[config.mk]
export PLATFORM = sky130hd
export DESIGN_NAME = div_issue_ctrl_flat
export DESIGN_NICKNAME = d
export VERILOG_FILES = /design/src/rtl/div_issue_ctrl_pkg.sv /design/src/rtl/div_issue_ctrl_if.sv /design/src/rtl/div_issue_ctrl_special.sv /design/src/rtl/div_issue_ctrl.sv /design/src/flat_wrapper.sv
export SDC_FILE = /design/constraint.sdc
export NUM_CORES = 1
export LEC_CHECK = 0
export ABC_AREA = 1
export BUFFER_PORTS_ARGS = -buffer_cell sky130_fd_sc_hd__buf_2
export CAP_MARGIN = 10
export CORE_AREA = 2 2 186 188
export CTS_CLUSTER_SIZE = 24
export DETAILED_ROUTE_END_ITERATION = 10
export DIE_AREA = 0 0 188 190
export SETUP_SLACK_MARGIN = 0.5
export SLEW_MARGIN = 20
export SYNTH_ARGS = -nofsm -noshare
export SYNTH_HDL_FRONTEND = slang
export SYNTH_SLANG_ARGS = --single-unit
[constraint.sdc]
create_clock -name clock -period 2.5 [get_ports clock]
set_clock_uncertainty 0.15 [all_clocks]
set_input_delay 0.5 -clock clock [delete_from_list [all_inputs] [get_ports clock]]
set_output_delay 0.5 -clock clock [all_outputs]
set_load 0.02 [all_outputs]
[src/rtl/div_issue_ctrl_pkg.sv]
// div_issue_ctrl_pkg: funct3/state/signed encodings, MIN constants and operand/result helpers for div_issue_ctrl
package div_issue_ctrl_pkg;
  localparam logic [2:0] FN_DIV = 3'b100;
  localparam logic [2:0] FN_DIVU = 3'b101;
  localparam logic [2:0] FN_REM = 3'b110;
  localparam logic [2:0] FN_REMU = 3'b111;
  typedef enum logic [1:0] {S_IDLE, S_ISSUE, S_WAIT, S_DONE} state_t;
  localparam logic [63:0] MIN64 = 64'h8000_0000_0000_0000;
  localparam logic [31:0] MIN32 = 32'h8000_0000;
  localparam logic [1:0] SGN_SIGNED = 2'b11;
  localparam logic [1:0] SGN_UNSIGNED = 2'b00;
  function automatic logic [63:0] extend_op(input logic [63:0] x, input logic word, input logic sgn);
    return word ? {{32{sgn & x[31]}}, x[31:0]} : x;
  endfunction
  function automatic logic [63:0] pick_result(input logic [63:0] q, input logic [63:0] r, input logic rem, input logic word);
    logic [63:0] s;
    s = rem ? r : q;
    return word ? {{32{s[31]}}, s[31:0]} : s;
  endfunction
endpackage

[src/rtl/div_issue_ctrl_if.sv]
// div_issue_ctrl_if: request, divider and writeback signals of div_issue_ctrl; slave = controller side, master = pipeline/divider side
interface div_issue_ctrl_if #(parameter int XLEN = 64);
  logic Flush;
  logic In_Valid;
  logic In_Ready;
  logic [2:0] In_Funct;
  logic In_Word;
  logic [XLEN-1:0] In_Src1;
  logic [XLEN-1:0] In_Src2;
  logic [4:0] In_Rd;
  logic Div_Valid;
  logic Div_Flush;
  logic Div_Divw;
  logic [1:0] Div_Signed;
  logic [XLEN-1:0] Div_Dividend;
  logic [XLEN-1:0] Div_Divisor;
  logic Div_Ready;
  logic Div_OutValid;
  logic [XLEN-1:0] Div_Quotient;
  logic [XLEN-1:0] Div_Remainder;
  logic Out_Valid;
  logic Out_Ready;
  logic [XLEN-1:0] Out_Data;
  logic [4:0] Out_Rd;
  modport slave (
    input Flush, In_Valid, In_Funct, In_Word, In_Src1, In_Src2, In_Rd,
    input Div_Ready, Div_OutValid, Div_Quotient, Div_Remainder, Out_Ready,
    output In_Ready, Div_Valid, Div_Flush, Div_Divw, Div_Signed, Div_Dividend, Div_Divisor,
    output Out_Valid, Out_Data, Out_Rd
  );
  modport master (
    output Flush, In_Valid, In_Funct, In_Word, In_Src1, In_Src2, In_Rd,
    output Div_Ready, Div_OutValid, Div_Quotient, Div_Remainder, Out_Ready,
    input In_Ready, Div_Valid, Div_Flush, Div_Divw, Div_Signed, Div_Dividend, Div_Divisor,
    input Out_Valid, Out_Data, Out_Rd
  );
endinterface

[src/rtl/div_issue_ctrl_special.sv]
// div_special_case: divide-by-zero / signed-overflow detection and results (in: extended operands, word, sgn; out: is_special, q, r)
module div_special_case
  import div_issue_ctrl_pkg::*;
(
  input  logic [63:0] dividend,
  input  logic [63:0] divisor,
  input  logic        word,
  input  logic        sgn,
  output logic        is_special,
  output logic [63:0] q,
  output logic [63:0] r
);
  logic div_zero;
  logic ovf;
  always_comb begin
    div_zero = word ? (divisor[31:0] == '0) : (divisor == '0);
    ovf = sgn & (word ? (dividend[31:0] == MIN32 && &divisor[31:0]) : (dividend == MIN64 && &divisor));
    is_special = div_zero | ovf;
    q = div_zero ? '1 : dividend;
    r = div_zero ? dividend : '0;
  end
endmodule

[src/rtl/div_issue_ctrl.sv]
// div_issue_ctrl: RV64M divide issue control (ports clock, reset, io slave modport); optional one-entry result cache under DIV_RESULT_CACHE_EN
module div_issue_ctrl
  import div_issue_ctrl_pkg::*;
#(
  parameter int XLEN = 64
) (
  input logic clock,
  input logic reset,
  div_issue_ctrl_if.slave io
);
  state_t state, nxt;
  logic rem_q;
  logic [4:0] rd_q;
  logic [XLEN-1:0] data_q;
  logic sgn_in, rem_in, accept, fast, div_done, sp_is, hit;
  logic [XLEN-1:0] a_ext, b_ext, sp_q, sp_r, hit_q, hit_r, fast_data;
  assign sgn_in = io.In_Funct inside {FN_DIV, FN_REM};
  assign rem_in = !(io.In_Funct inside {FN_DIV, FN_DIVU});
  assign a_ext = extend_op(io.In_Src1, io.In_Word, sgn_in);
  assign b_ext = extend_op(io.In_Src2, io.In_Word, sgn_in);
  div_special_case u_special (
    .dividend(a_ext),
    .divisor(b_ext),
    .word(io.In_Word),
    .sgn(sgn_in),
    .is_special(sp_is),
    .q(sp_q),
    .r(sp_r)
  );
`ifdef DIV_RESULT_CACHE_EN
  logic c_valid, c_w;
  logic [1:0] c_s;
  logic [XLEN-1:0] c_a, c_b, c_q, c_r;
  assign hit = c_valid && c_a == a_ext && c_b == b_ext && c_w == io.In_Word && c_s == (sgn_in ? SGN_SIGNED : SGN_UNSIGNED);
  assign hit_q = c_q;
  assign hit_r = c_r;
  always_ff @(posedge clock)
    if (reset) c_valid <= 1'b0;
    else if (div_done) begin
      c_valid <= 1'b1;
      c_a <= io.Div_Dividend;
      c_b <= io.Div_Divisor;
      c_w <= io.Div_Divw;
      c_s <= io.Div_Signed;
      c_q <= io.Div_Quotient;
      c_r <= io.Div_Remainder;
    end
`else
  assign hit = 1'b0;
  assign hit_q = '0;
  assign hit_r = '0;
`endif
  assign fast = sp_is | hit;
  assign fast_data = sp_is ? pick_result(sp_q, sp_r, rem_in, io.In_Word) : pick_result(hit_q, hit_r, rem_in, io.In_Word);
  assign accept = state == S_IDLE && io.In_Valid && !io.Flush;
  assign div_done = state == S_WAIT && io.Div_OutValid && !io.Flush;
  always_comb begin
    nxt = state;
    case (state)
      S_IDLE: nxt = accept ? (fast ? S_DONE : S_ISSUE) : S_IDLE;
      S_ISSUE: nxt = io.Flush ? S_IDLE : (io.Div_Ready ? S_WAIT : S_ISSUE);
      S_WAIT: nxt = io.Flush ? S_IDLE : (io.Div_OutValid ? S_DONE : S_WAIT);
      S_DONE: nxt = (io.Flush || io.Out_Ready) ? S_IDLE : S_DONE;
      default: nxt = S_IDLE;
    endcase
  end
  always_ff @(posedge clock)
    if (reset) begin
      state <= S_IDLE;
      rem_q <= 1'b0;
      rd_q <= '0;
      data_q <= '0;
      io.Div_Divw <= 1'b0;
      io.Div_Signed <= SGN_UNSIGNED;
      io.Div_Dividend <= '0;
      io.Div_Divisor <= '0;
    end else begin
      state <= nxt;
      if (accept) begin
        rem_q <= rem_in;
        rd_q <= io.In_Rd;
        io.Div_Divw <= io.In_Word;
        io.Div_Signed <= sgn_in ? SGN_SIGNED : SGN_UNSIGNED;
        io.Div_Dividend <= a_ext;
        io.Div_Divisor <= b_ext;
      end
      if (accept && fast) data_q <= fast_data;
      if (div_done) data_q <= pick_result(io.Div_Quotient, io.Div_Remainder, rem_q, io.Div_Divw);
    end
  assign io.In_Ready = state == S_IDLE && !io.Flush;
  assign io.Div_Valid = state == S_ISSUE;
  assign io.Div_Flush = io.Flush && (state == S_ISSUE || state == S_WAIT);
  assign io.Out_Valid = state == S_DONE;
  assign io.Out_Data = data_q;
  assign io.Out_Rd = rd_q;
endmodule
[src/flat_wrapper.sv]
// flat-port wrapper written by rule: the top's interface ports become plain ports
module div_issue_ctrl_flat import div_issue_ctrl_pkg::*;
#(
  parameter int XLEN = 64
)
  (clock, reset, io_Flush, io_In_Valid, io_In_Funct, io_In_Word, io_In_Src1, io_In_Src2, io_In_Rd, io_Div_Ready, io_Div_OutValid, io_Div_Quotient, io_Div_Remainder, io_Out_Ready, io_In_Ready, io_Div_Valid, io_Div_Flush, io_Div_Divw, io_Div_Signed, io_Div_Dividend, io_Div_Divisor, io_Out_Valid, io_Out_Data, io_Out_Rd);
  div_issue_ctrl_if #(.XLEN(XLEN)) io_i ();
  input logic clock;
  input logic reset;
  input wire logic [$bits(io_i.Flush)-1:0] io_Flush;
  input wire logic [$bits(io_i.In_Valid)-1:0] io_In_Valid;
  input wire logic [$bits(io_i.In_Funct)-1:0] io_In_Funct;
  input wire logic [$bits(io_i.In_Word)-1:0] io_In_Word;
  input wire logic [$bits(io_i.In_Src1)-1:0] io_In_Src1;
  input wire logic [$bits(io_i.In_Src2)-1:0] io_In_Src2;
  input wire logic [$bits(io_i.In_Rd)-1:0] io_In_Rd;
  input wire logic [$bits(io_i.Div_Ready)-1:0] io_Div_Ready;
  input wire logic [$bits(io_i.Div_OutValid)-1:0] io_Div_OutValid;
  input wire logic [$bits(io_i.Div_Quotient)-1:0] io_Div_Quotient;
  input wire logic [$bits(io_i.Div_Remainder)-1:0] io_Div_Remainder;
  input wire logic [$bits(io_i.Out_Ready)-1:0] io_Out_Ready;
  output wire logic [$bits(io_i.In_Ready)-1:0] io_In_Ready;
  output wire logic [$bits(io_i.Div_Valid)-1:0] io_Div_Valid;
  output wire logic [$bits(io_i.Div_Flush)-1:0] io_Div_Flush;
  output wire logic [$bits(io_i.Div_Divw)-1:0] io_Div_Divw;
  output wire logic [$bits(io_i.Div_Signed)-1:0] io_Div_Signed;
  output wire logic [$bits(io_i.Div_Dividend)-1:0] io_Div_Dividend;
  output wire logic [$bits(io_i.Div_Divisor)-1:0] io_Div_Divisor;
  output wire logic [$bits(io_i.Out_Valid)-1:0] io_Out_Valid;
  output wire logic [$bits(io_i.Out_Data)-1:0] io_Out_Data;
  output wire logic [$bits(io_i.Out_Rd)-1:0] io_Out_Rd;
  assign io_i.Flush = io_Flush;
  assign io_i.In_Valid = io_In_Valid;
  assign io_i.In_Funct = io_In_Funct;
  assign io_i.In_Word = io_In_Word;
  assign io_i.In_Src1 = io_In_Src1;
  assign io_i.In_Src2 = io_In_Src2;
  assign io_i.In_Rd = io_In_Rd;
  assign io_i.Div_Ready = io_Div_Ready;
  assign io_i.Div_OutValid = io_Div_OutValid;
  assign io_i.Div_Quotient = io_Div_Quotient;
  assign io_i.Div_Remainder = io_Div_Remainder;
  assign io_i.Out_Ready = io_Out_Ready;
  assign io_In_Ready = io_i.In_Ready;
  assign io_Div_Valid = io_i.Div_Valid;
  assign io_Div_Flush = io_i.Div_Flush;
  assign io_Div_Divw = io_i.Div_Divw;
  assign io_Div_Signed = io_i.Div_Signed;
  assign io_Div_Dividend = io_i.Div_Dividend;
  assign io_Div_Divisor = io_i.Div_Divisor;
  assign io_Out_Valid = io_i.Out_Valid;
  assign io_Out_Data = io_i.Out_Data;
  assign io_Out_Rd = io_i.Out_Rd;
  div_issue_ctrl #(.XLEN(XLEN)) u_core (.clock(clock), .reset(reset), .io(io_i));
endmodule
**After elaboration in Yosys (flattened, before gate mapping)**

Index checks and enable logic that the tools add are counted.

- Bits in registers: 203
- Bits of input ports: 272
- Logic and storage cells: 63

- Eq/ne operators: 8
- Mux-type cells: 22
- Bitwise logic cells: 4
- Reductions and logical operators: 21

Operators with widths:

| cell | number |
|---|---|
| 2-to-1 mux 64 bit | 11 |
| equality test 64 bit, second input constant | 1 |
| logical NOT 64 bit | 1 |
| AND reduction 64 bit | 1 |
| equality test 32 bit, second input constant | 1 |
| logical NOT 32 bit | 1 |
| AND reduction 32 bit | 1 |
| 2-to-1 mux 2 bit | 7 |
| equality test 3 bit, second input constant | 3 |
| logical AND 1 bit | 9 |
| one-hot mux 2 bit (4 select lines) | 1 |
| nonzero test 2 bit | 3 |
| equality test 2 bit, second input constant | 2 |
| bitwise AND 1 bit | 3 |
| 2-to-1 mux 1 bit | 3 |
| equality test 2 x 1 -> 1 bit, second input constant | 1 |
| logical NOT 1 bit | 2 |
| logical NOT 2 bit | 1 |
| logical OR 1 bit | 2 |
| OR 1 bit | 1 |

**Longest topological paths before layout**

Gate-level depths: netlist of run 1.

- Word-level depth: 12
- Mapped depth: 20

**By module**

Synthesis of run 1 repeated with hierarchy kept, for this count alone.

- Cells, all modules: 2259
- Area, all modules: 12549.5 um^2

By module, submodules not included:

| module | instances | cells each | area each (um^2) | seq. area each (um^2) |
|---|---|---|---|---|
| div_issue_ctrl | 1 | 1895 | 11041.8 | 4043.9 |
| div_special_case | 1 | 364 | 1507.7 | 0.0 |

**Least setup slack after synthesis of run 1**

Ideal clock, no wire load.

- Path kind: input to register
- Start: input io_In_Word
- End: register u_core.data_q[10] (netlist: u_core.io.Out_Data[10])
- Library setup time: 0.117 ns
- Data arrival time: 2.097 ns
- Required time: 2.233 ns
- Slack: 0.135 ns
- Stages: 20
- Buffers on the path: 4
- Cells stage by stage: buf_6 > inv_8 > buf_6 > buf_6 > nand2_1 > nand2_1 > nand2_1 > nor2_1 > nand2_1 > nor2_1 > nand3_1 > nand2_1 > nand2_1 > nand2_2 > nand2_2 > nand2_4 > inv_4 > buf_2 > a21oi_1 > nor2_1

- Word-level cells in the longest chain between the ends: 9
- Elaborated cells between the ends (all ways): 19
- Those cells by class: eq/ne (1); mux (11); bitwise (2); reduce/logical (5)

RTL lines:

| item | RTL line | source |
|---|---|---|
| start, declared | flat_wrapper.sv:13 | `input wire logic [$bits(io_i.In_Word)-1:0] io_In_Word;` |
| 2-to-1 mux 64 bit | div_issue_ctrl_pkg.sv:13 | `return word ? {{32{sgn & x[31]}}, x[31:0]} : x;` |
| logical NOT 64 bit (tied with other cells) | div_issue_ctrl_special.sv:16 | `div_zero = word ? (divisor[31:0] == '0) : (divisor == '0);` |
| 2-to-1 mux 1 bit or logical AND 1 bit (tied branches) | div_issue_ctrl_special.sv:16, div_issue_ctrl_special.sv:17 |  |
| 2-to-1 mux 64 bit (tied with other cells) | div_issue_ctrl_special.sv:20 | `r = div_zero ? dividend : '0;` |
| 2-to-1 mux 64 bit or bitwise AND 1 bit (tied branches) | div_issue_ctrl_pkg.sv:17, div_issue_ctrl_special.sv:17 |  |
| 2-to-1 mux 64 bit or OR 1 bit (tied branches) | div_issue_ctrl_pkg.sv:18, div_issue_ctrl_special.sv:18 |  |
| 2-to-1 mux 64 bit | div_issue_ctrl.sv:54 | `assign fast_data = sp_is ? pick_result(sp_q, sp_r, rem_in, io.In_Word) : pick_result(hit_q, hit_r, rem_in, io. ...` |
| 2-to-1 mux 64 bit | div_issue_ctrl.sv:87 | `if (accept && fast) data_q <= fast_data;` |
| 2-to-1 mux 64 bit | div_issue_ctrl.sv:88 | `if (div_done) data_q <= pick_result(io.Div_Quotient, io.Div_Remainder, rem_q, io.Div_Divw);` |
| end signal, assigned | div_issue_ctrl.sv:87 |  |
| end signal, assigned | div_issue_ctrl.sv:88 |  |
| end, declared | div_issue_ctrl.sv:14 | `logic [XLEN-1:0] data_q;` |

Several ways; a longest one is shown, not always the timed one. The select of a mux whose other input is x is not followed.
A chain may end at the register's enable or synchronous reset.

**Worst setup path after layout of run 1**

- Start: input io_In_Word
- End: register u_core.data_q[63] (netlist: u_core.io.Out_Data[63])

The elaborated chain is that of the path after synthesis.

==> results of run 1 <==
-- placed cells by master (no fill, tap or decap), types with 14 or more instances in the layout --
| cell type | netlist | layout |
|---|---|---|
| sky130_fd_sc_hd__nand2_2 | 3 | 39 |
| sky130_fd_sc_hd__a21oi_1 | 119 | 99 |
| sky130_fd_sc_hd__buf_6 | 10 | 16 |
| sky130_fd_sc_hd__nand3_1 | 129 | 98 |
| sky130_fd_sc_hd__o21ai_0 | 227 | 210 |
| sky130_fd_sc_hd__nor2_2 | 3 | 14 |
| sky130_fd_sc_hd__buf_4 | 15 | 197 |
| sky130_fd_sc_hd__o211ai_1 | 34 | 34 |
| sky130_fd_sc_hd__a21oi_2 | 0 | 19 |
| sky130_fd_sc_hd__buf_2 | 8 | 470 |
| sky130_fd_sc_hd__nand4_1 | 25 | 25 |
| sky130_fd_sc_hd__dfxtp_1 | 202 | 199 |
| sky130_fd_sc_hd__nand2_1 | 335 | 286 |
| sky130_fd_sc_hd__nor2_1 | 418 | 400 |
| sky130_fd_sc_hd__buf_12 | 0 | 24 |
| sky130_fd_sc_hd__nand3_2 | 1 | 29 |
| sky130_fd_sc_hd__or2_2 | 31 | 31 |
| sky130_fd_sc_hd__inv_1 | 115 | 110 |
| sky130_fd_sc_hd__clkbuf_16 | 0 | 32 |
| sky130_fd_sc_hd__o21ai_1 | 19 | 34 |
-- logic make-up after synthesis --
logic type | after synthesis | share of synthesized area (%)
buffers and inverters | 267 | 10.25
AND/OR/NAND/NOR | 966 | 34.88
adder cells (fa/ha/maj) | 5 | 0.5452
AO/OA/AOI/OAI | 400 | 18.21
multiplexers | 10 | 0.8723
flip-flops | 202 | 35.24
-- state kept, by name, indices dropped and copies added, names as in the netlist --
name,count
u_core.io.Div_Dividend,64
u_core.state,2
u_core.rem_q,1
u_core.io.Out_Rd,5
u_core.io.Out_Data,64
u_core.io.Div_Divisor,64
u_core.io.Div_Signed,1
u_core.io.Div_Divw,1
-- final cells by class --
cell class	count	area share (%)
Antenna cell	7	0.09758
Clock buffer	37	4.419
Clock inverter	11	0.7806
Inverter	123	2.837
Multi-Input combinational cell	1381	38.18
Sequential cell	202	22.56
Tap cell	455	3.171
Timing Repair Buffer	725	27.50
Timing Repair inverter	5	0.4461
-- worst max-delay path, cell delays in order --
cell and delay, ps:
sky130_fd_sc_hd__buf_12 90, sky130_fd_sc_hd__buf_12 130, sky130_fd_sc_hd__inv_16 50, sky130_fd_sc_hd__buf_12 140
sky130_fd_sc_hd__nand2_4 60, sky130_fd_sc_hd__nand4_1 100, sky130_fd_sc_hd__nor2_1 110, sky130_fd_sc_hd__nand2_1 100
sky130_fd_sc_hd__nor2_4 180, sky130_fd_sc_hd__nand3_4 170, sky130_fd_sc_hd__buf_12 180, sky130_fd_sc_hd__nand2_8 90
sky130_fd_sc_hd__nand2_8 60, sky130_fd_sc_hd__nand2_8 100, sky130_fd_sc_hd__buf_16 220, sky130_fd_sc_hd__inv_16 80
sky130_fd_sc_hd__nand2_1 100, sky130_fd_sc_hd__a21oi_2 60
-- worst paths after layout --
| path | start | end | slack (ps) | cells past startpoint |
|---|---|---|---|---|
| hold / removal | io_In_Rd[2] | u_core.io.Out_Rd[2] | 80 | 3 |
| setup reg to reg | u_core.state[0] | u_core.io.Out_Data[63] | 340 | 9 |
| hold reg to reg | u_core.io.Out_Data[58] | u_core.io.Out_Data[58] | 310 | 2 |
| setup / recovery | io_In_Word | u_core.io.Out_Data[63] | 190 | 18 |
-- power by group through the flow --
| stage | registers (uW) | logic, uW | clock network, uW |
|---|---|---|---|
| after floorplan | 4550 | 1800 | 0 |
| after global placement | 4000 | 3910 | 0 |
| final | 3960 | 4410 | 4070 |
| after detailed placement | 4010 | 3950 | 0 |
| after CTS | 3950 | 4280 | 4140 |
| after global routing | 4010 | 4820 | 4260 |
-- through the flow --
stage               instance area, um^2  TNS [ps]  instances
floorplan                         11590         0       1850
global placement                  15670    -29830       2848
detailed placement                15670    -33110       2848
CTS                               17690         0       2930
global route                      17940         0       2943
finish                            17950         0       2946
-- metal layers --
metal	global-route usage [%]	wire length, um	up-vias
met3	4.649	3142	65
li1	-	-	7254
met5	0	9	-
met2	45.96	24370	472
met1	32.59	21040	6711
met4	8.328	1421	2
-- repair_timing --
item	in CTS	in global routing
endpoints found under the hold margin	0	0
endpoints found under the setup margin	98	132
pin swaps	49	12
setup buffers	23	4
gates resized for setup	193	26
gates cloned	11	5
==> out/results.tsv, run 1 <==
metric	value	unit
status	finished, final reports clean	
final.period_utilization	92.41	%
timing_worst_setup_path_type	in2reg	
leakage	0.009169	uW
first_pass_grt_wire_length	74.95	mm
synth_warnings	0	
vdd.ir_drop.worst	0.0005122	V
vias	14500	
globalRouteTotalUtil	26.22	%
synthToLayoutAreaGrowth	56.44	%
core_region	33950	um^2
routed_via_density	4.923	
postLayoutSetupSlackWorst	189.8	ps
dominantRegCellSynth	sky130_fd_sc_hd__dfxtp_1	
vias_in_the_first_global_route	13710	
synth.cell_area	11470	um^2
std_cell_rows	68	
combinationalPowerShare	35.4	%
worstPathMaxFanout	27	
synth_seq_cells	202	
cts-root-buf	sky130_fd_sc_hd__clkbuf_16	
place.gp.congestion	0.8893	
p_int	7898	uW
clk_pin_slew_worst_paths	60	ps
initial_core_utilization	33.80	%
totalWireLength	49.98	mm
die_w	188	um
syn_area_per_cell	6.203	um^2
top_cells_by_area_synth	sky130_fd_sc_hd__dfxtp_1, sky130_fd_sc_hd__nor2_1, sky130_fd_sc_hd__nand2_1	
hold-worst-slack	84.51	ps
synth-edff-count	0	
detailedPlacementHpwl	35.52	mm
share_of_the_synthesized_area_in_the_top_cell_type	35.24	%
drt-initial-drc-count	896	
power_per_unit_of_standard_cell_area	693.0	nW/um^2
hold_path_class	in2reg	
layout.filler_cells	3374	
synthArstFlopShare	0	%
required_time_at_the_worst_slack_endpoint	2760	ps
seq_area	4050	um^2
synthMostInstantiatedCell	sky130_fd_sc_hd__nor2_1	
net-switching-power	4542	uW
synth_cells	1850	
wl_per_cell	16.97	um
fmax	0.4329	GHz
place_ws	-582.5	ps
drv_slew	0	
postCtsHoldBufs	0	
synth_area_leader_cell	sky130_fd_sc_hd__dfxtp_1	
floorplan.die_area	35720	um^2
multiInputGateArea	6854	um^2
nets_final	2741	
post_route_cells_drive_above_1_share	38.41	%
switching_fraction	36.51	%
final-setup-viol-count	0	
ant_nets	0	
grt-ovfl-total	0	
synthTopCellsByCount	sky130_fd_sc_hd__nor2_1, sky130_fd_sc_hd__nand2_1, sky130_fd_sc_hd__o21ai_0, sky130_fd_sc_hd__dfxtp_1, sky130_fd_sc_hd__nand3_1	
power_frac_clock	32.7	%
tritoncts	done	
grt_setup_unrepaired	yes	
cp.arrival	2570	ps
synth.distinct_cells	32	
cts_buffers	26	
drt_pass1_iterations	5	
final_hold_viol_count	0	
cts.sinks	202	
share_of_the_core_filled_with_cells	52.88	%
finalCriticalPeriod	2310	ps
finalPower	12440	uW
number_of_antenna_violations_at_the_first_check_in_global_routing	5	
pwr-share-seq	31.8	%
io-pin-count	476	
synth_sequential_area_ratio	35.24	%
cts-htree-levels	1	
critical_path.startpoint_type	primary input	
synthesis.nets	2127	
maxCapViolCount	0	
slew-limit-headroom	60.52	%
tightest_slew	592.1	ps
die_h	190	um
largest_net_degree_at_the_start_of_global_routing	116	
port_buffers	475	
route.detailed.drc	0	
clock_latency	540	ps
cp-end-kind	register	
clk_path_buf_depth	3	
Note: power is estimated with default switching activity, not from simulation.
==> run 2, diff against run 1 <==
- PLACE_DENSITY_LB_ADDON: unset -> 0.1
==> run 2 against run 1 <==
Power fell by 5.5%. Maximum frequency rose by 6.0%. Via count fell by 1.3%. Design area fell by 2.1%. Worst hold slack got worse by 15 ps. Sequential power barely moved. Flip-flop and latch count did not move. Clock-buffer cell count did not move. Wire length fell by 0.86%. Critical path depth rose by 2. Global-route usage fell by 0.50 points. Utilization fell by 1.1 points. Critical path type unchanged. Critical endpoint is now u_core.io.Out_Data[33].
==> out/results.tsv, run 2 (synthesized netlist as in run 1, its figures left out) <==
metric	value	unit	change
status	finished, final reports clean		
grt-ovfl-total	0		unchanged
number_of_cells_in_the_design_after_placement	2821		-0.95%
globalRouteTotalUtil	25.72	%	-0.50 points
commonest_non_fill_non_tap_cell_in_the_layout	sky130_fd_sc_hd__buf_2		
timing_worst_setup_path_type	in2reg		
finalCriticalPeriod	2180	ps	-130.5 ps
stdcell_count	2903		-1.5%
floorplan.die_area	35720	um^2	unchanged
critical_path.startpoint_type	primary input		
met2_wirelength	23.90	mm	-1.9%
route.detailed.drc	0		unchanged
path_cells	buf_16 > nand2_8 > inv_6 > nand2_8 > buf_12 > nand2_4 > nand2_2 > nor2_2 > nand2_1 > nor2_2 > nand3_2 > nand2_2 > nand2_4 > nand2_8 > nand2_8 > nand2_8 > buf_8 > buf_16 > nand3_1 > a21oi_1		
final.period_utilization	87.19	%	-5.2 points
worst_path_dominant_cell_family	simple AND/OR/NAND/NOR gates		
clk_path_buf_depth	3		unchanged
post_route_cells_drive_above_1_share	38.28	%	-0.12 points
synthToLayoutAreaGrowth	53.22	%	
highest-signal-layer	met5		
cp.arrival	2470	ps	-100 ps
ant_nets	0		unchanged
clock_latency	530	ps	about the same
timing.critical_path.slowest_stage_cell	sky130_fd_sc_hd__buf_16		
detail_route.wirelength.met1	21.22	mm	+0.84%
hold-worst-slack	69.08	ps	-15.43 ps
nets_final	2705		-1.3%
largest_net_degree_at_the_start_of_global_routing	104		-10%
number_of_antenna_violations_at_the_first_check_in_global_routing	3		-2
detailedPlacementHpwl	35.59	mm	+0.19%
cp-end-kind	register		
critical_path.n_buffers_inverters	5		-2
totalWireLength	49.55	mm	-0.86%
most-common-layout-cells	sky130_fd_sc_hd__buf_2, sky130_fd_sc_hd__nor2_1, sky130_fd_sc_hd__nand2_1, sky130_fd_sc_hd__dfxtp_1, sky130_fd_sc_hd__o21ai_0		
cts-root-buf	sky130_fd_sc_hd__clkbuf_16		
postCtsHoldBufs	0		unchanged
cp_common_cell	sky130_fd_sc_hd__nand2_8		
initial_core_utilization	33.80	%	unchanged
cts-htree-levels	1		unchanged
wl_met3	3.003	mm	-4.4%
leakage	0.008927	uW	-2.6%
fmax	0.4588	GHz	+6.0%
std_cell_rows	68		unchanged
maxCapViolCount	0		unchanged
hold_path_class	in2reg		
die_h	190	um	unchanged
worstPathMaxFanout	8		-70%
final_hold_viol_count	0		unchanged
tightest_slew	853.4	ps	+261.2 ps
io-pin-count	476		unchanged
wl_per_cell	17.07	um	+0.61%
tritoncts	done		
grt_setup_unrepaired	yes		
first_pass_grt_wire_length	73.08	mm	-2.5%
routed_via_density	4.931		+0.16%
clk_pin_slew_worst_paths	60	ps	about the same
layout.filler_cells	3495		+3.6%
cts.sinks	202		unchanged
cts_buffers	24		-7.7%
final-setup-viol-count	0		unchanged
vias	14320		-1.3%
crit_path_max_incr_delay	170	ps	-50 ps
place.gp.congestion	0.8827		-0.74%
die_w	188	um	unchanged
drv_slew	0		unchanged
drt-initial-drc-count	873		-2.6%
drt_pass1_iterations	5		unchanged
power_per_unit_of_standard_cell_area	668.3	nW/um^2	-3.6%
vdd.ir_drop.worst	0.0004933	V	-3.7%
core_region	33950	um^2	unchanged
vias_in_the_first_global_route	13180		-3.9%
required_time_at_the_worst_slack_endpoint	2790	ps	+30 ps
slew-limit-headroom	43.11	%	-17 points
port_buffers	475		unchanged
==> run 2: cell types whose count changed in the layout (fill, tap and decap cells not counted), sizes merged, moves of 2 or more <==
cell	change
buf	-36
diode	-4
inv	-4
clkbuf	+3
bufinv	-2
==> run 2: metal layers <==
metal | global-route usage [%] | up-vias
met1 | 32.57 | 6567
met2 | 44.54 | 491
met5 | 0 | -
met3 | 4.298 | 80
met4 | 8.147 | 2
li1 | - | 7175
==> run 2: cell type report <==
| class | count | area, um^2 | share of cell area (%) |
|---|---|---|---|
| diodes | 3 | 7.507 | 0.04270 |
| clock buffers | 37 | 719.4 | 4.092 |
| clock inverters | 6 | 72.57 | 0.4128 |
| inverters | 123 | 521.8 | 2.968 |
| multi-input cells | 1381 | 6988 | 39.75 |
| flip-flops and latches | 202 | 4048 | 23.02 |
| well taps | 455 | 569.3 | 3.238 |
| repair buffers | 693 | 4612 | 26.23 |
| repair inverters | 3 | 43.79 | 0.2491 |
==> run 2: power by group <==
group          leakage [uW]  internal, uW  total (uW)  switching, uW
sequential          0.00165          3700        3960            261
clock              0.000386          2080        3540           1450
combinational       0.00689          1570        4250           2680
==> run 2: tightest hold or removal path: stages <==
cell and delay (ps):
sky130_fd_sc_hd__buf_2 70, sky130_fd_sc_hd__o21ai_0 70, sky130_fd_sc_hd__nor2_1 80
==> run 2: metrics by stage <==
step	power (uW)	utilization, %	instance area [um^2]	worst slack, ps	setup TNS (ps)
after floorplan	6355	-	11590	186.9	0
after global placement	7906	45.19	15340	-576.0	-27720
after detailed placement	7941	45.19	15340	-552.9	-30660
after CTS	11630	49.06	16650	304.6	0
after global routing	12420	51.78	17580	206.7	0
final	11750	51.79	17580	320.3	0
==> run 2: final timing paths <==
check | slack [ps] | start | cells after the start | endpoint
setup / recovery | 320 | io_In_Word | 20 | u_core.io.Out_Data[33]
hold / removal | 70 | io_In_Rd[0] | 3 | u_core.io.Out_Rd[0]
setup reg to reg | 490 | u_core.rem_q | 8 | u_core.io.Out_Data[56]
hold reg to reg | 310 | u_core.io.Out_Data[40] | 2 | u_core.io.Out_Data[40]
==> run 2: what timing repair did <==
| item | CTS | global route |
|---|---|---|
| pin swaps | 17 | 78 |
| hold endpoints to repair | 0 | 0 |
| setup buffers | 11 | 8 |
| resized for setup | 89 | 188 |
| gates cloned | 6 | 11 |
| setup endpoints to repair | 68 | 78 |
==> run 3, diff against run 2 <==
- ABC_AREA: 1 -> unset
- CORE_AREA: 2 2 186 188 -> 2 2 185 187
- DIE_AREA: 0 0 188 190 -> 0 0 187 189
==> run 3 against run 2 <==
Design area down 14%. Register-to-register slack worse by 320 ps. Maximum frequency fell by 21%. The flow now finishes with violations (negative setup slack). Utilization fell by 6.6 points. Worst hold slack lost 14 ps. Clock-buffer cell count shrank 1. Largest power group is now sequential cells. Die area is 1.1% lower.
==> out/results.tsv, run 3 <==
metric	value	unit	change
status	finished with violations		
violations	negative setup slack		
cts.sinks	202		unchanged
wl_per_cell	19.19	um	+12%
layout.filler_cells	3478		-0.49%
slew-limit-headroom	47.30	%	+4.2 points
place_ws	-867.9	ps	-315.0 ps
io-pin-count	476		unchanged
dominantRegCellSynth	sky130_fd_sc_hd__dfxtp_1		
final-setup-viol-count	64		+64
routed_via_density	4.939		+0.15%
die_w	187	um	-0.53%
synth_seq_cells	202		unchanged
vias	11020		-23%
leakage	0.006613	uW	-26%
most-common-layout-cells	sky130_fd_sc_hd__buf_2, sky130_fd_sc_hd__dfxtp_1, sky130_fd_sc_hd__buf_4, sky130_fd_sc_hd__nand2_1, sky130_fd_sc_hd__a21oi_1		
multiInputGateArea	5383	um^2	-23%
maxCapViolCount	0		unchanged
final.period_utilization	110.8	%	+24 points
path_cells	buf_6 > or4_4 > or4_4 > or3_4 > o21ai_4 > buf_4 > a31oi_1 > or2_4 > clkbuf_16 > o21ai_1		
cts_buffers	25		+4.2%
globalRouteTotalUtil	22.92	%	-2.8 points
synth.cell_area	9687	um^2	-16%
tightest_slew	790.6	ps	-62.79 ps
hold-worst-slack	55.40	ps	-13.68 ps
detailedPlacementHpwl	31.30	mm	-12%
nets_final	2042		-25%
vias_in_the_first_global_route	10840		-18%
drt-initial-drc-count	466		-47%
switching_fraction	34.68	%	-2.8 points
commonest_non_fill_non_tap_cell_in_the_layout	sky130_fd_sc_hd__buf_2		
cts-htree-levels	1		unchanged
clk_pin_slew_worst_paths	60	ps	about the same
synthToLayoutAreaGrowth	55.30	%	
synth_area_leader_cell	sky130_fd_sc_hd__dfxtp_1		
seq_area	4054	um^2	+0.15%
synthesis.nets	1457		-31%
cts-root-buf	sky130_fd_sc_hd__clkbuf_16		
die_h	189	um	-0.53%
synth_cells	1180		-36%
ant_nets	0		unchanged
syn_area_per_cell	8.209	um^2	+32%
combinationalPowerShare	32.3	%	-3.9 points
synth.distinct_cells	50		+56%
share_of_the_synthesized_area_in_the_top_cell_type	41.75	%	+6.5 points
core_region	33280	um^2	-2.0%
cp_common_cell	sky130_fd_sc_hd__or4_4		
final_hold_viol_count	0		unchanged
grt_setup_unrepaired	yes		
synthMostInstantiatedCell	sky130_fd_sc_hd__dfxtp_1		
synth_sequential_area_ratio	41.75	%	+6.5 points
clk_path_buf_depth	3		unchanged
hold_path_class	in2reg		
grt-ovfl-total	0		unchanged
fmax	0.3611	GHz	-21%
drv_slew	0		unchanged
initial_core_utilization	29.11	%	-4.7 points
first_pass_grt_wire_length	64.29	mm	-12%
critical_path.startpoint_type	primary input		
route.detailed.drc	0		unchanged
cp-end-kind	register		
power_frac_clock	33.1	%	+3.0 points
synthTopCellsByCount	sky130_fd_sc_hd__dfxtp_1, sky130_fd_sc_hd__nand2_1, sky130_fd_sc_hd__clkbuf_1, sky130_fd_sc_hd__a21oi_1, sky130_fd_sc_hd__a211oi_1		
net-switching-power	3942	uW	-10%
largest_net_degree_at_the_start_of_global_routing	87		-16%
required_time_at_the_worst_slack_endpoint	2800	ps	about the same
worstPathMaxFanout	16		+8
std_cell_rows	67		-1.5%
floorplan.die_area	35340	um^2	-1.1%
p_int	7423	uW	+0.98%
vdd.ir_drop.worst	0.0005466	V	+11%
port_buffers	475		unchanged
timing.critical_path.slowest_stage_cell	sky130_fd_sc_hd__or4_4		
crit_path_max_incr_delay	560	ps	+390 ps
postLayoutSetupSlackWorst	-269.3	ps	-589.6 ps
clock_latency	520	ps	about the same
number_of_antenna_violations_at_the_first_check_in_global_routing	4		+1
synthArstFlopShare	0	%	unchanged
synth_warnings	0		unchanged
totalWireLength	42.84	mm	-14%
pwr-share-seq	34.6	%	+0.9 points
tritoncts	done		
power_per_unit_of_standard_cell_area	755.5	nW/um^2	+13%
cp.arrival	3070	ps	+600 ps
place.gp.congestion	0.8798		-0.33%
top_cells_by_area_synth	sky130_fd_sc_hd__dfxtp_1, sky130_fd_sc_hd__a211oi_1, sky130_fd_sc_hd__nand2_1		
synth-edff-count	0		unchanged
drt_pass1_iterations	5		unchanged
post_route_cells_drive_above_1_share	43.10	%	+4.8 points
finalCriticalPeriod	2769	ps	+589.6 ps
timing_worst_setup_path_type	in2reg		
postCtsHoldBufs	0		unchanged
## run 3: cell count changes in the layout (fill, tap and decap cells not counted), moves of 33 or more
cell / before / now
sky130_fd_sc_hd__a211oi_1: 1 / 85
sky130_fd_sc_hd__inv_1: 110 / 1
sky130_fd_sc_hd__mux2i_1: 10 / 43
sky130_fd_sc_hd__nand2_1: 287 / 146
sky130_fd_sc_hd__nand2_2: 41 / 1
sky130_fd_sc_hd__nand2b_1: 0 / 65
sky130_fd_sc_hd__nand3_1: 105 / 9
sky130_fd_sc_hd__nor2_1: 395 / 71
sky130_fd_sc_hd__o211ai_1: 34 / 1
sky130_fd_sc_hd__o21ai_0: 191 / 76
## run 3: through the flow
stage / std cells / util [%] / instance area [um^2] / TNS [ps] / power [uW]
final: 2232 / 45.20 / 15040 / -12580 / 11360
after global routing: 2232 / 45.20 / 15040 / -15620 / 11950
after CTS: 2213 / 44.32 / 14750 / -6331 / 11450
after detailed placement: 2153 / 40.89 / 13610 / -51620 / 7459
after global placement: 2153 / 40.89 / 13610 / -49240 / 7424
after floorplan: 1180 / - / 9723 / -22580 / 5948
## run 3: final timing paths
kind | cells past startpoint | end | slack (ps) | from
max | 10 | u_core.io.Out_Data[63] | -270 | io_In_Src1[54]
min | 3 | u_core.io.Out_Rd[4] | 60 | io_In_Rd[4]
max reg2reg | 11 | u_core.io.Out_Data[0] | 170 | u_core.state[1]
min reg2reg | 2 | u_core.io.Div_Divisor[0] | 300 | u_core.io.Div_Divisor[0]
## run 3: metal layers
| layer | track usage, % | share of wire (%) |
|---|---|---|
| met1 | 29.78 | 45 |
| met2 | 38.72 | 47 |
| met3 | 4.615 | 5.5 |
| met4 | 6.197 | 2.3 |
| met5 | 0 | 0.058 |
## run 3: cells by family (layout without fill, tap and decap cells)
| kind of cell | after synthesis | after routing | share of synthesized area, % |
|---|---|---|---|
| mux | 45 | 45 | 4.676 |
| fa+ha+maj | 25 | 25 | 2.712 |
| flops | 202 | 202 | 41.75 |
| compound gates | 339 | 340 | 21.45 |
| simple gates | 455 | 455 | 24.49 |
| buf+inv | 114 | 715 | 4.921 |
| other cells | 0 | 2 | 0 |
## run 3: repair_timing
action | in CTS | in global routing
gates resized for setup | 42 | 18
pin swaps | 12 | 19
setup endpoints to repair | 101 | 122
gates cloned | 1 | 4
setup buffers | 15 | 13
## run 3: area by class of cell
class | count | area share, %
diodes | 2 | 0.03327
clock buffers | 36 | 4.766
clock inverters | 8 | 0.8068
inverters | 3 | 0.07486
multi-input cells | 865 | 35.78
flip-flops and latches | 202 | 26.95
well taps | 448 | 3.726
repair buffers | 668 | 27.86
## run 3: power groups by stage
stage          clock [uW]  sequential (uW)  combinational, uW
2_1_floorplan           0             4500               1440
3_3_place_gp            0             3980               3440
3_5_place_dp            0             4000               3460
4_1_cts              3860             3930               3660
5_1_grt              3980             3990               3980
6_report             3760             3930               3670
## run 3: critical path: cells and delay by family
kind	cells	cell delay (ps)
simple gates	4	1720
compound gates	3	410
buf+inv	3	430
